===== config.mk =====
export PLATFORM = sky130hd
export DESIGN_NAME = serial_mag_comparator
export DESIGN_NICKNAME = d
export VERILOG_FILES = /design/src/rtl/serial_mag_comparator.sv
export SDC_FILE = /design/constraint.sdc
export NUM_CORES = 1
export LEC_CHECK = 0
export ABC_CLOCK_PERIOD_IN_PS = 2400
export BUFFER_PORTS_ARGS = -buffer_cell sky130_fd_sc_hd__buf_4
export CORE_AREA = 3 3 57 59
export CTS_CLUSTER_DIAMETER = 60
export CTS_CLUSTER_SIZE = 10
export DETAILED_ROUTE_END_ITERATION = 6
export DIE_AREA = 0 0 60 62
export PLACE_DENSITY = 0.8
export SETUP_SLACK_MARGIN = 0.05
export SYNTH_ARGS = -nofsm -noshare
export SYNTH_HDL_FRONTEND = slang
export SYNTH_SLANG_ARGS = --single-unit

===== constraint.sdc =====
create_clock -name clk -period 2.4 [get_ports clk]
set_input_delay 0 -clock clk [delete_from_list [all_inputs] [get_ports clk]]
set_output_delay 0 -clock clk [all_outputs]
set_load 0.05 [all_outputs]

===== src/rtl/serial_mag_comparator.sv =====
// Bit-serial MSB-first magnitude comparator for signed or unsigned operands.
// One bit per clock, with optional early exit at the first differing bit.
module serial_mag_comparator #(
    parameter int WIDTH      = 8,
    parameter bit EARLY_EXIT = 1'b1
) (
    input  logic                       clk,
    input  logic                       rst,
    input  logic                       start,
    input  logic [WIDTH-1:0]           x,
    input  logic [WIDTH-1:0]           y,
    input  logic                       signed_mode,
    output logic                       busy,
    output logic                       done,
    output logic                       lt,
    output logic                       eq,
    output logic                       gt,
    output logic [$clog2(WIDTH+1)-1:0] nbits
);

    localparam int IW = $clog2(WIDTH);
    localparam int CW = $clog2(WIDTH+1);
    localparam logic [IW-1:0] TOP = IW'(WIDTH-1);

    typedef enum logic [1:0] {
        ST_IDLE,
        ST_SHIFT,
        ST_DONE
    } state_t;

    state_t state;
    state_t state_next;

    logic [WIDTH-1:0] xa;
    logic [WIDTH-1:0] ya;
    logic             sm;
    logic [IW-1:0]    idx;
    logic             found;
    logic             found_lt;

    logic bx;
    logic by;
    logic diff;
    logic x_less;
    logic dec_found;
    logic dec_lt;
    logic finish;

    // The sign bit inverts the ordering: a 1 there marks the smaller value.
    always_comb begin
        bx        = xa[idx];
        by        = ya[idx];
        diff      = bx ^ by;
        x_less    = (sm && idx == TOP) ? bx : by;
        dec_found = found | diff;
        dec_lt    = found ? found_lt : x_less;
        finish    = (idx == '0) || (EARLY_EXIT && diff);
    end

    always_ff @(posedge clk) begin
        if (rst) begin
            state <= ST_IDLE;
        end else begin
            state <= state_next;
        end
    end

    always_comb begin
        state_next = state;
        unique case (state)
            ST_IDLE:  if (start) state_next = ST_SHIFT;
            ST_SHIFT: if (finish) state_next = ST_DONE;
            ST_DONE:  state_next = ST_IDLE;
            default:  state_next = ST_IDLE;
        endcase
    end

    always_ff @(posedge clk) begin
        if (rst) begin
            xa       <= '0;
            ya       <= '0;
            sm       <= 1'b0;
            idx      <= '0;
            found    <= 1'b0;
            found_lt <= 1'b0;
            lt       <= 1'b0;
            eq       <= 1'b0;
            gt       <= 1'b0;
            nbits    <= '0;
        end else begin
            case (state)
                ST_IDLE: begin
                    if (start) begin
                        xa       <= x;
                        ya       <= y;
                        sm       <= signed_mode;
                        idx      <= TOP;
                        found    <= 1'b0;
                        found_lt <= 1'b0;
                        lt       <= 1'b0;
                        eq       <= 1'b0;
                        gt       <= 1'b0;
                        nbits    <= '0;
                    end
                end
                ST_SHIFT: begin
                    nbits <= nbits + CW'(1);
                    if (!found && diff) begin
                        found    <= 1'b1;
                        found_lt <= x_less;
                    end
                    if (finish) begin
                        lt <= dec_found & dec_lt;
                        gt <= dec_found & ~dec_lt;
                        eq <= ~dec_found;
                    end else begin
                        idx <= idx - IW'(1);
                    end
                end
                default: begin
                end
            endcase
        end
    end

    assign busy = (state != ST_IDLE);
    assign done = (state == ST_DONE);

endmodule


-- After elaboration in Yosys (flattened, before gate mapping)
Index checks and enable logic that the tools add are counted.
W data, S select, Z words.
- multiplexer cells: 25
- eq/ne operators: 7
- bitwise gates (word level): 6
- $mul: 0
- divide/modulo/power cells: 0
- $lt $le $gt $ge: 1
- shift operators: 0
- reduce and logical (&&, ||, !) cells: 14
- $add $sub $neg: 2
- operators by type and width (operator ; count):
    $mux W1 ; 10
    $pmux W1 S2 ; 5
    $reduce_and A3 Y1 ; 3
    $ne A2 B2 Y1 const B ; 4
    $pmux W4 S2 ; 1
    $bmux W1 S3 ; 2
    $mux W3 ; 2
    $pmux W3 S2 ; 1
    $reduce_and A2 Y1 ; 3
    $add A4 B1 Y4 const B ; 1
    $lt A3 B4 Y1 const B ; 1
    $mux W2 ; 2
    $mux W4 ; 1
    $pmux W2 S2 ; 1
    $reduce_bool A2 Y1 ; 2
    $eq A3 B3 Y1 const B ; 1
    $logic_not A3 Y1 ; 1
    $sub A3 B1 Y3 const B ; 1
    $and A1 B1 Y1 ; 2
    $eq A2 B1 Y1 const B ; 1
    $eq A2 B2 Y1 const B ; 1
    $logic_and A1 B1 Y1 ; 2
    $logic_not A2 Y1 ; 1
    $not A1 Y1 ; 2
    4 further kinds ; 4
- bits in read-only memories: 0
- input bits: 20
- latch bits: 0
- flip-flop bits (word level): 31
- RAM bits: 0
- memories kept: 0

-- Depth between registers and ports, before layout
Gate-level depths: netlist of run 1.
- depth after elaboration: 8
- mapped depth: 7
- gate-level depth less buffers: 6

-- Worst setup path after synthesis of run 1
OpenSTA, ideal clock, no wires.
- path type: register to register
- from: reg idx[0]
- to: reg idx[2]
- data required time: 2.341 ns
- slack: 0.458 ns
- arrival: 1.882 ns
- setup time: 0.059 ns
- stages on the path, launching flop included: 8
- cells stage by stage: dfxtp_1 > buf_6 > mux4_2 > mux2_4 > xor2_2 > buf_6 > a41oi_1 > o311a_1
- cells in the longest elaborated chain, start to end: 6
- elaborated cells on any way between the ends: 12
- classes of those cells: 1 x add/sub; 1 x eq/ne; 6 x mux; 1 x bitwise; 3 x reduce/logical
- RTL lines (item ; RTL line ; RTL):
    start: declaration ; 37 ; logic [IW-1:0] idx;
    start signal: assignment ; 117 ; idx <= idx - IW'(1);
    $bmux W1 S3, on equally long branches ; 51, 52 ;
    $mux W1, on equally long branches ; 51, 52 ;
    $xor A1 B1 Y1 ; 53 ; diff = bx ^ by;
    $logic_or A1 B1 Y1 ; 57 ; finish = (idx == '0) || (EARLY_EXIT && diff);
    $ne A2 B2 Y1 (no line) ; -- ;
    $reduce_and A3 Y1 (no line) ; -- ;
Parallel ways exist; a longest one is shown, timed or not. The select of a mux whose other input is x is not followed.
A chain may end at the register's enable or synchronous reset.

-- Final worst setup path of run 1
- from: reg idx[0]
- to: reg found_lt
- cells in the longest elaborated chain, start to end: 6
- elaborated cells on any way between the ends: 13
- classes of those cells: 2 x eq/ne; 7 x mux; 1 x bitwise; 3 x reduce/logical
- RTL lines (item ; RTL line ; RTL):
    $bmux W1 S3, on equally long branches ; 51, 52 ;
    $mux W1, on equally long branches ; 51, 52 ;
    $xor A1 B1 Y1 ; 53 ;
    $logic_and A1 B1 Y1 ; 108 ; if (!found && diff) begin
    $ne A2 B2 Y1 (no line) ; -- ;
    $reduce_and A3 Y1 (no line) ; -- ;
    end signal: assignment ; 110 ; found_lt <= x_less;
    end: declaration ; 39 ; logic found_lt;
Parallel ways exist; a longest one is shown, timed or not. The select of a mux whose other input is x is not followed.

==> flow_summary.json, run 1 <==
{
  "antenna_found_initial": 0,
  "crit_type": "flop to flop",
  "die_x_um": 60,
  "grt-busiest-layer": "met2",
  "ioPinCount": 29,
  "clk_latency_ps": 340,
  "grt_pass1_vias": 1237,
  "rows": 19,
  "switching_share_pct": 33.8,
  "start_util_pct": 54.2,
  "cp-start-kind": "flop",
  "cts_sinks": 31,
  "fin_crit_sh_pct": 90.9,
  "cts.clk_slew.worst_paths_ps": 100,
  "maxSlewHeadroom_pct": 53.1,
  "fin_skew_ps": 7.68,
  "grt_max_degree": 30,
  "status": "finished clean",
  "wl_per_cell_um": 13.8,
  "nets": 236,
  "ys_top_cells_by_area": "dfxtp_1, nand2_1, a21oi_1",
  "grtUsageTotal_pct": 20.9,
  "drv_cap": 0,
  "htree_levels": 2,
  "slew_viol_final": 0,
  "final_hold_viol_count": 0,
  "cp_max_fo": 12,
  "final_cell_area_sq_um": 1940,
  "ys_ff_latch": 31,
  "drc": 0,
  "finalSetupViolCount": 0,
  "clkPwrFrac_pct": 25.6,
  "cp-end-kind": "flop",
  "cp.required_ps": 2620,
  "finalWorstSetupSlack_ps": 218,
  "ys.flop_type": "dfxtp_1",
  "synth_area_sq_um": 1490,
  "dpl_worst_slack_ps": 151,
  "totalWireLength_mm": 3.38,
  "grt_pass1_wl_mm": 5.58,
  "power_frac_seq_pct": 44.6,
  "synthArstFlopShare_pct": 0,
  "cpLargestDelayFamily": "multiplexers",
  "synth_top_area_cell": "dfxtp_1",
  "post-dp-hpwl_mm": 2.29,
  "synth_most_common_cell": "nand2_1",
  "synth_edf_count": 0,
  "grtUsageMet1_pct": 22.0,
  "clockBufferDepth": 2,
  "via_count": 1325,
  "core_sq_um": 2760,
  "period_minus_slack_ps": 2180,
  "synth_cell_type_count": 38,
  "viasPerCell": 5.41,
  "cts_tree": "built",
  "drive_gt1_share_pct": 22.5,
  "synth_warnings": 0,
  "worst_pin_slew_ps": 703,
  "gr-usage-met3_pct": 6.20,
  "peakVddDrop_mv": 0.596,
  "dieArea_sq_um": 3720,
  "fillCellCount": 200,
  "clockRootBuffer": "clkbuf_4",
  "switchingPower_uw": 467,
  "ys_seq_area_share_pct": 41.5,
  "crit_chain": "mux4_2 -> mux2_4 -> xor2_2 -> buf_4 -> o311ai_0 -> a21oi_1",
  "syn_nets": 193,
  "drt_iter0_drc": 33,
  "internal-power_uw": 917,
  "synth_cells": 169,
  "fin_tns_setup_ps": 0,
  "areaGrowthSynthToFinish_pct": 29.7,
  "synth.top_cells.by_count": "nand2_1, dfxtp_1, a21oi_1",
  "place_congestion": 0.799,
  "p_comb_share_pct": 29.8,
  "syn_area_per_cell_sq_um": 8.84,
  "crit_buf_inv": 1,
  "fmax_ghz": 0.458,
  "hold_class": "input pin to flop",
  "synth.top_cell.area_share_pct": 41.5,
  "critPathArrivalTime_ps": 2400,
  "first_pass_iters": 4,
  "rsz0062_at_grt": "false",
  "cpPeakStageDelay_ps": 530,
  "cp_slowest_cell": "mux4_2",
  "die_h_um": 62,
  "globalRouteOverflowTotal": 0,
  "power_density_nw_per_um2": 714,
  "io_buffer_count": 28,
  "numCtsBuffers": 5,
  "place_area_sq_um": 1700,
  "power_leakage_uw": 0.000794,
  "postRouteAntennaNets": 0,
  "use_met2_pct": 37.5
}
cell usage in the layout, fill, tap and decap left out, drive strengths merged, types with 2 or more instances in the layout:
master	Yosys	layout
nand2	38	38
dfxtp	31	31
buf	4	29
a21oi	22	22
dlygate4sd3	0	17
nor2	11	11
inv	8	8
clkbuf	6	8
nor2b	4	4
ha	4	4
mux4	4	4
and2	3	3
nand2b	3	3
nand4	3	3
a211oi	3	3
o21ai	3	3
nand3	2	2
and3	2	2
o21a	2	2
a31oi	2	2
cells by family after synthesis:
group | count (synthesis) | share of synthesized area, %
and+or+nand+nor | 69 | 20.4
AOI/OAI and AO/OA | 40 | 18.8
DFF | 31 | 41.5
buffers and inverters | 18 | 5.70
muxes | 6 | 9.04
adders and majority gates | 4 | 3.35
xor gates and xnor gates | 1 | 1.09
metal layers:
layer / wire (um) / part of all wire [%] / vias to the layer above
met4: 99 / 2.9 / 0
met1: 1370 / 41 / 609
li1: - / - / 667
met5: 0 / 0 / -
met2: 1770 / 52 / 38
met3: 144 / 4.3 / 11
flip-flops by register name (all words and copies together), names as in the netlist:
name	count
found_lt	1
state	2
eq	1
nbits	4
sm	1
xa	8
ya	8
idx	3
lt	1
found	1
gt	1
path summary, 6_finish.rpt:
kind / end / from / cells past startpoint / slack [ps]
max: found_lt / idx[0] / 6 / 220
min: nbits[3] / rst / 2 / 30
max reg2reg: found_lt / idx[0] / 6 / 220
min reg2reg: lt / lt / 2 / 450
power groups by stage:
stage	Sequential [uW]	Combinational, uW	Clock (uW)
after floorplan	624	307	0
after global placement	623	372	0
after detailed placement	629	389	0
after CTS	616	412	359
after global routing	627	455	377
final	618	413	354
metrics by stage:
stage | total power (uW) | util [%] | hold WS [ps] | std cells
global placement | 995 | 61.5 | 247 | 219
global route | 1460 | 70.2 | 43.6 | 244
CTS | 1390 | 70.1 | 23.9 | 244
finish | 1380 | 70.3 | 32.7 | 245
floorplan | 932 | - | 136 | 169
detailed placement | 1020 | 61.5 | 258 | 219
repair_timing:
item                                   4_1_cts  5_1_grt
gates resized for setup                      0        1
hold buffers                                17        0
endpoints found under the hold margin       17        0
buffers inserted                             0        0
setup endpoints to repair                    0        1
layout make-up:
cell class                      instances  area [sq um]  area share, %
Antenna cell                            1          2.50          0.129
Inverter                                8          30.0           1.55
Clock buffer                            8          68.8           3.55
Sequential cell                        31           622           32.1
Multi-Input combinational cell        120           788           40.7
Tap cell                               31          38.8           2.00
Timing Repair Buffer                   46           388           20.0
worst register-to-register path, cell delays in order (launching register included):
cell	delay, ps
dfxtp_2	420
mux4_2	530
mux2_4	310
xor2_2	140
buf_4	180
o311ai_0	360
a21oi_1	120
(Power assumes the default switching activity.)
==> run 2: changes to the inputs <==
ABC_CLOCK_PERIOD_IN_PS = 2800   (was 2400)
CORE_AREA = 3 3 55 57   (was 3 3 57 59)
DIE_AREA = 0 0 58 60   (was 0 0 60 62)
PLACE_DENSITY = 0.85   (was 0.8)
clock period = 2.8 ns   (was 2.4 ns; I/O delays follow)
==> run 2 against run 1 <==
Cell count shrank 1.2%; worst hold slack gained 15 ps; highest routed layer unchanged; sequential share of layout area up 0.14 points; maximum frequency shrank 7.1%; via count is 2.2% higher.
==> flow_summary.json, run 2 (synthesized netlist as in run 1, its figures left out) <==
{
  "globalRouteOverflowTotal": 0,
  "via_count": 1354,
  "dieArea_sq_um": 3480,
  "fin_tns_setup_ps": 0,
  "cp-end-kind": "flop",
  "cpLargestDelayFamily": "multiplexers",
  "cp-start-kind": "flop",
  "final_util_pct": 76.3,
  "cts-resized-gates": 0,
  "die_x_um": 58,
  "maxSlewHeadroom_pct": 51.2,
  "layout.cells.non_filler": 242,
  "drv_cap": 0,
  "rows": 18,
  "antenna_cells": 0,
  "final_hold_viol_count": 0,
  "finalSetupViolCount": 0,
  "fin_skew_ps": 11.9,
  "crit_buf_inv": 0,
  "rsz0062_at_grt": "false",
  "drive_gt1_share_pct": 21.7,
  "final_common_cell": "nand2_1",
  "hold_class": "input pin to flop",
  "wl_met1_mm": 1.32,
  "wl_per_cell_um": 14.1,
  "clockRootBuffer": "clkbuf_4",
  "power_density_nw_per_um2": 608,
  "antenna_found_initial": 0,
  "cp_max_fo": 12,
  "cp.required_ps": 3020,
  "period_minus_slack_ps": 2350,
  "r2r_cells": 5,
  "grt_pass1_vias": 1291,
  "viasPerCell": 5.60,
  "clk_latency_ps": 330,
  "die_h_um": 60,
  "crit_chain": "mux4_1 -> mux2i_4 -> xor2_2 -> a41oi_1 -> o311a_1",
  "grt_pass1_wl_mm": 5.74,
  "first_pass_iters": 4,
  "place_congestion": 0.788,
  "fin_crit_sh_pct": 83.9,
  "areaGrowthSynthToFinish_pct": 28.9,
  "place_area_sq_um": 1690,
  "hp-start": "rst",
  "grtUsageTotal_pct": 21.7,
  "cts_tree": "built",
  "wl_met3_um": 152,
  "layout_common_cells": "nand2_1, dfxtp_1, buf_4, a21oi_1, dlygate4sd3_1",
  "dp_cells": 217,
  "power_leakage_uw": 0.000789,
  "cp_slowest_cell": "mux4_1",
  "maxUsedRoutingLayer": "met4",
  "cpPeakStageDelay_ps": 660,
  "start_util_pct": 59.2,
  "postRouteAntennaNets": 0,
  "worst_pin_slew_ps": 732,
  "worstReg2RegEnd": "idx[2]",
  "critPathArrivalTime_ps": 2570,
  "hold_path_end": "nbits[3]",
  "core_sq_um": 2520,
  "post-dp-hpwl_mm": 2.24,
  "totalWireLength_mm": 3.40,
  "io_buffer_count": 28,
  "final_cell_area_sq_um": 1930,
  "ioPinCount": 29,
  "slew_viol_final": 0,
  "r2r-start": "idx[0]",
  "status": "finished clean",
  "fmax_ghz": 0.426,
  "ff2ff_setup_slack_ps": 450,
  "crit_type": "flop to flop",
  "clockBufferDepth": 2,
  "nets": 235,
  "min_path_cells": 2,
  "top_regs": "xa (8), ya (8), nbits (4)",
  "grt_max_degree": 30,
  "startpoint": "idx[0]",
  "peakVddDrop_mv": 0.450,
  "p_total_uw": 1170,
  "drc": 0,
  "wl_met2_mm": 1.85,
  "cts.clk_slew.worst_paths_ps": 100,
  "cts_sinks": 31,
  "drt_iter0_drc": 32,
  "htree_levels": 2,
  "numCtsBuffers": 5
}
## run 2: stage by stage
step / worst slack (ps) / hold WS (ps)
2_1_floorplan: 858 / 136
3_3_place_gp: 562 / 248
3_5_place_dp: 464 / 258
4_1_cts: 452 / 41.6
5_1_grt: 252 / 48.9
6_report: 452 / 47.7
## run 2: cell type report
class / instances / area [sq um]
Multi-Input combinational cell: 120 / 788
Sequential cell: 31 / 621
Fill cell: 189 / 597
Timing Repair Buffer: 45 / 380
Clock buffer: 8 / 68.8
Tap cell: 30 / 37.5
Inverter: 8 / 30.0
## run 2: per-layer routing
metal / vias to the layer above / GRT usage, %
met5: - / 0
met4: 0 / 5.96
met3: 13 / 5.40
met2: 40 / 40.0
li1: 669 / -
met1: 632 / 24.9
## run 2: worst register-to-register path, cell delays in order, from the launching register on
cell and delay [ps]:
dfxtp_1 530, mux4_1 660, mux2i_4 230, xor2_2 470
a41oi_1 200, o311a_1 160
## run 2: worst max-delay path by stage
| stage | end | cells past startpoint |
|---|---|---|
| 6_report | idx[2] | 5 |
| 2_1_floorplan | idx[2] | 7 |
| 3_5_place_dp | idx[2] | 5 |
| 4_1_cts | idx[2] | 5 |
| 5_1_grt | found_lt | 5 |
| 3_3_place_gp | idx[2] | 5 |
## run 2: repair_timing
action | CTS | global route
endpoints found under the hold margin | 17 | 0
setup buffers | 0 | 0
hold buffers | 17 | 0
## run 2: report_power, final
group | total (uW) | internal [uW] | switching, uW | leakage (uW)
clock | 298 | 148 | 150 | 0.0000386
sequential | 527 | 482 | 45.1 | 0.000254
combinational | 346 | 149 | 198 | 0.000496
total | 1170 | 779 | 393 | 0.000789
